===== src/rtl/tick_pwm.sv =====
// tick_pwm: tick-driven PWM generator with a single-entry duty buffer.
// Duty words arrive over a valid/ready handshake and wait in a pending slot.
// They move into the active duty register only at a period boundary, so the
// waveform never changes shape in the middle of a period.
module tick_pwm #(
  parameter int PERIOD = 8,
  parameter int CNT_W  = $clog2(PERIOD),
  parameter int DUTY_W = $clog2(PERIOD + 1)
) (
  input  logic              clk,
  input  logic              reset,
  input  logic              tick,
  input  logic              enable,
  input  logic [DUTY_W-1:0] duty_in,
  input  logic              duty_valid,
  output logic              duty_ready,
  output logic              pwm_out,
  output logic              period_start
);

  localparam logic [CNT_W-1:0]  CNT_LAST = CNT_W'(PERIOD - 1);
  localparam logic [DUTY_W-1:0] DUTY_MAX = DUTY_W'(PERIOD);

  typedef enum logic {
    ST_IDLE = 1'b0,
    ST_RUN  = 1'b1
  } state_t;

  state_t              state_q, state_d;
  logic [CNT_W-1:0]    cnt_q, cnt_d;
  logic [DUTY_W-1:0]   duty_act_q, duty_act_d;
  logic [DUTY_W-1:0]   pend_q, pend_d;
  logic                pend_full_q, pend_full_d;
  logic                pwm_q, pwm_d;
  logic                ps_q, ps_d;
  logic                boundary_s;

  // Clamp a requested duty to the period length; anything larger means "always high".
  function automatic logic [DUTY_W-1:0] sat_duty(input logic [DUTY_W-1:0] d);
    logic [DUTY_W-1:0] r;
    if (d > DUTY_MAX) begin
      r = DUTY_MAX;
    end else begin
      r = d;
    end
    return r;
  endfunction

  // Next-state logic: FSM, position counter, boundary load, handshake and output decode.
  always_comb begin
    state_d     = state_q;
    cnt_d       = cnt_q;
    duty_act_d  = duty_act_q;
    pend_d      = pend_q;
    pend_full_d = pend_full_q;
    ps_d        = 1'b0;
    boundary_s  = 1'b0;

    case (state_q)
      ST_IDLE: begin
        cnt_d = '0;
        if (tick && enable) begin
          state_d    = ST_RUN;
          ps_d       = 1'b1;
          boundary_s = 1'b1;
        end else begin
          state_d = ST_IDLE;
        end
      end
      ST_RUN: begin
        if (tick) begin
          if (cnt_q != CNT_LAST) begin
            cnt_d = cnt_q + CNT_W'(1);
          end else if (enable) begin
            cnt_d      = '0;
            ps_d       = 1'b1;
            boundary_s = 1'b1;
          end else begin
            // The period that just finished was the last one; no new start.
            cnt_d   = '0;
            state_d = ST_IDLE;
          end
        end else begin
          cnt_d = cnt_q;
        end
      end
      default: begin
        state_d = ST_IDLE;
        cnt_d   = '0;
      end
    endcase

    // Boundary load uses the pending value from before this edge.
    if (boundary_s && pend_full_q) begin
      duty_act_d  = pend_q;
      pend_full_d = 1'b0;
    end else begin
      duty_act_d = duty_act_q;
    end

    // A handshake can only happen with the slot empty, so it never collides
    // with the boundary load above; a word taken here waits for the next boundary.
    if (duty_valid && !pend_full_q) begin
      pend_d      = sat_duty(duty_in);
      pend_full_d = 1'b1;
    end else begin
      pend_d = pend_q;
    end

    // Output decoded from next-state values so it moves on the same edge as the counter.
    if (state_d == ST_RUN) begin
      pwm_d = (DUTY_W'(cnt_d) < duty_act_d);
    end else begin
      pwm_d = 1'b0;
    end
  end

  // State and output registers with asynchronous active-low reset.
  always_ff @(posedge clk or negedge reset) begin
    if (!reset) begin
      state_q     <= ST_IDLE;
      cnt_q       <= '0;
      duty_act_q  <= '0;
      pend_q      <= '0;
      pend_full_q <= 1'b0;
      pwm_q       <= 1'b0;
      ps_q        <= 1'b0;
    end else begin
      state_q     <= state_d;
      cnt_q       <= cnt_d;
      duty_act_q  <= duty_act_d;
      pend_q      <= pend_d;
      pend_full_q <= pend_full_d;
      pwm_q       <= pwm_d;
      ps_q        <= ps_d;
    end
  end

  assign duty_ready   = !pend_full_q;
  assign pwm_out      = pwm_q;
  assign period_start = ps_q;

endmodule

===== config.mk =====
export PLATFORM = sky130hd
export DESIGN_NAME = tick_pwm
export DESIGN_NICKNAME = d
export VERILOG_FILES = /design/src/rtl/tick_pwm.sv
export SDC_FILE = /design/constraint.sdc
export NUM_CORES = 1
export LEC_CHECK = 0
export ABC_AREA = 1
export BUFFER_PORTS_ARGS = -buffer_cell sky130_fd_sc_hd__clkbuf_2
export CORE_MARGIN = 2
export CORE_UTILIZATION = 45
export DETAILED_ROUTE_END_ITERATION = 10
export PLACE_DENSITY = 0.66
export SLEW_MARGIN = 10
export SYNTH_ARGS = -nofsm -noshare
export SYNTH_HDL_FRONTEND = slang
export SYNTH_SLANG_ARGS = --single-unit

===== constraint.sdc =====
create_clock -name clk -period 2.3 [get_ports clk]
set_input_delay 0.46 -clock clk [delete_from_list [all_inputs] [get_ports clk]]
set_output_delay 0.46 -clock clk [all_outputs]
set_load 0.1 [all_outputs]

==> results.md <==
* Critical path fanouts, max at 8
* Vias in the first global route at 484
* Worst-margin pin slew at 0.541 ns
* Clock buffer depth at 2
* GRT Util Overall at 0.140
* Critical path's slowest cell: dfrtp_1
* WP data arrival at 2.29 ns
* GPL Wtd Cong at 0.742
* Avg Inst Size Synth at 9.57 sq um
* Fin. Hold Viols at 0
* Wirelength, routed at 1010 microns
* Hold Crit Class: input pin to asynchronous set/reset pin
* Synth Warn # at 0
* GR Overflow Total at 0
* Critical path class: register to register
* Worst slew margin at 0.641
* Nets at 103
* Final Instance Count excl. Fillers at 105
* Worst-path clk slew at 0.08 ns
* Syn_nets at 87
* TritonRoute pass-1 iters at 4
* DR vias at 490
* Sequential area share after synthesis at 0.530
* Vias per std cell at 4.67
* Yosys cell types at 19
* Status: finished, final reports clean
* Tcrit/Tclk final at 0.901
* Tmin final at 2.07 ns
* RSZ-0062 raised after global routing: no
* H-tree depth at 1
* Maximum VDD drop at 687 uV
* CP Launch Type: register
* CP Cell Sequence: ha_1 > ha_1 > inv_1 > nand2_1 > nand3_4 > inv_1 > or2_1 > o21ai_0 > ha_1 > inv_1 > nor2_2 > nand2_1 > nand2_1 > nor2_2
* Initial antenna violation count at 0
* Core ar. at 0.00149 sq mm
* DRC at 0
* Critical Path RT at 2.52 ns
* Ant diodes at 0
* Hold buffers post-CTS at 0
* Routed Antenna Nets at 0
* Cts repair resizes at 0
* Area post-placement at 783 sq um
* Leakage at 0.442 nW
* Clk root buf: clkbuf_4
* IO Pins at 12
* Max-slew violation count at 0
* DRT iter0 DRCs at 6
* Worst R2R Setup Slack at 0.23 ns
* Die Y at 43.7 microns
* CP endpoint kind: register
* Share of cells above drive strength 1 at 0.247
* Placed instance count at 101
* Post-CTS setup buffers at 0
* Setup TNS at 0 ns
* Final setup viols at 0
* Design area at 810 sq um
* TritonCTS buffer count at 3
* Clk_lat worst skew at 0.28 ns
* First-pass GRT wire length at 1880 microns
* PwrDens at 1390 mW/mm^2
* Area Overhead vs Synth at 14.3%
* Die W at 43.7 microns
* Pin count of the biggest net entering global routing at 16
* Mapped Area at 708 sq um
* Die area at 0.00191 sq mm
* # port buffers at 11
* Cell count after synthesis at 74
* FP Rows at 14
* # clock sinks at 15
* Starting Density at 0.476
* #FFs+latches synth at 15
* DR WL/cell at 9.60 microns
* DP HPWL at 844 microns
* Max Cap Viol at 0
* Final setup skew at 0.00350 ns
* Fmax at 482 MHz
* TritonCTS clock tree: yes
* Slowest stage delay, CP at 0.40 ns
-- logic make-up after synthesis --
| group | synth area share |
|---|---|
| simple gates | 0.193 |
| buf+inv | 0.0866 |
| flops | 0.530 |
| compound gates | 0.108 |
| fa+ha+maj | 0.0707 |
| xor+xnor | 0.0124 |
-- metal layers --
metal,GRT usage,wire length [microns]
met5,0,0
met4,0.109,32
met3,0.0250,45
met2,0.218,468
met1,0.170,462
-- where the power goes --
part	switching (W)	internal, W	leakage (nW)
registers	0.0000523	0.000377	0.176
logic	0.000367	0.000190	0.252
clock network	0.0000746	0.0000673	0.0150
total	0.000493	0.000634	0.442
-- layout by cell type (no fill, tap or decap) --
master	instances
or2_1	2
nor2_2	2
inv_1	15
clkbuf_1	1
o211ai_1	1
nor2_1	7
nand3_1	1
xor2_1	1
o21ai_0	4
ha_1	4
a22o_1	3
nand2_2	2
and2_1	1
nand3_4	1
a21oi_1	1
clkinv_2	1
dfrtp_1	15
clkbuf_2	11
nand4_1	1
clkbuf_4	3
o21ai_2	2
nand2_1	10
-- worst paths after layout --
path | start | endpoint | depth (start not counted)
max | cnt_q[0] | pwm_out | 14
min | reset | pend_q[3] | 1
max reg2reg | cnt_q[0] | pwm_out | 14
min reg2reg | pend_q[2] | pend_q[2] | 1
max in group asynchronous | reset | cnt_q[0] | 1
min in group clk | duty_in[2] | pend_q[2] | 2
-- cell type report --
type | count | area, sq um
Fill cell | 133 | 679
Timing Repair Buffer | 11 | 55.1
Multi-Input combinational cell | 43 | 272
Clock buffer | 4 | 26.3
Sequential cell | 15 | 375
Inverter | 16 | 61.3
Tap cell | 16 | 20.0
-- stage by stage --
stage	hold slack [ns]	total power, W	setup slack (ns)	utilization
floorplan	0.164	0.000891	0.369	-
global placement	0.384	0.000986	0.234	0.526
detailed placement	0.388	0.00100	0.212	0.526
CTS	0.0832	0.00115	0.197	0.544
global route	0.0938	0.00125	0.0304	0.544
finish	0.0726	0.00113	0.227	0.544
-- registers in the layout (all words and copies together), names as in the netlist --
register / count
cnt_q: 3
state_q: 1
pend_q: 4
pwm_out: 1
pend_full_q: 1
duty_act_q: 4
period_start: 1
-- cell usage after synthesis --
cell type / count / area, sq um
dfrtp_1: 15 / 375
inv_1: 15 / 56.3
nand2_1: 10 / 37.5
nor2_1: 7 / 26.3
ha_1: 4 / 50.1
o21ai_0: 4 / 20.0
a22o_1: 3 / 26.3
nand2_2: 2 / 12.5
nor2_2: 2 / 12.5
o21ai_2: 2 / 17.5
or2_1: 2 / 12.5
a21oi_1: 1 / 5.00
and2_1: 1 / 6.26
clkinv_2: 1 / 5.00
nand3_1: 1 / 5.00
nand3_4: 1 / 17.5
nand4_1: 1 / 6.26
o211ai_1: 1 / 7.51
xor2_1: 1 / 8.76
-- critical path, delay by kind of cell (launching register included) --
family          cells  cell delay, ns
fa+ha+maj           3            0.64
simple gates        7            0.69
buf+inv             3            0.18
compound gates      1            0.11
flops               1            0.40
(Power assumes the default switching activity.)
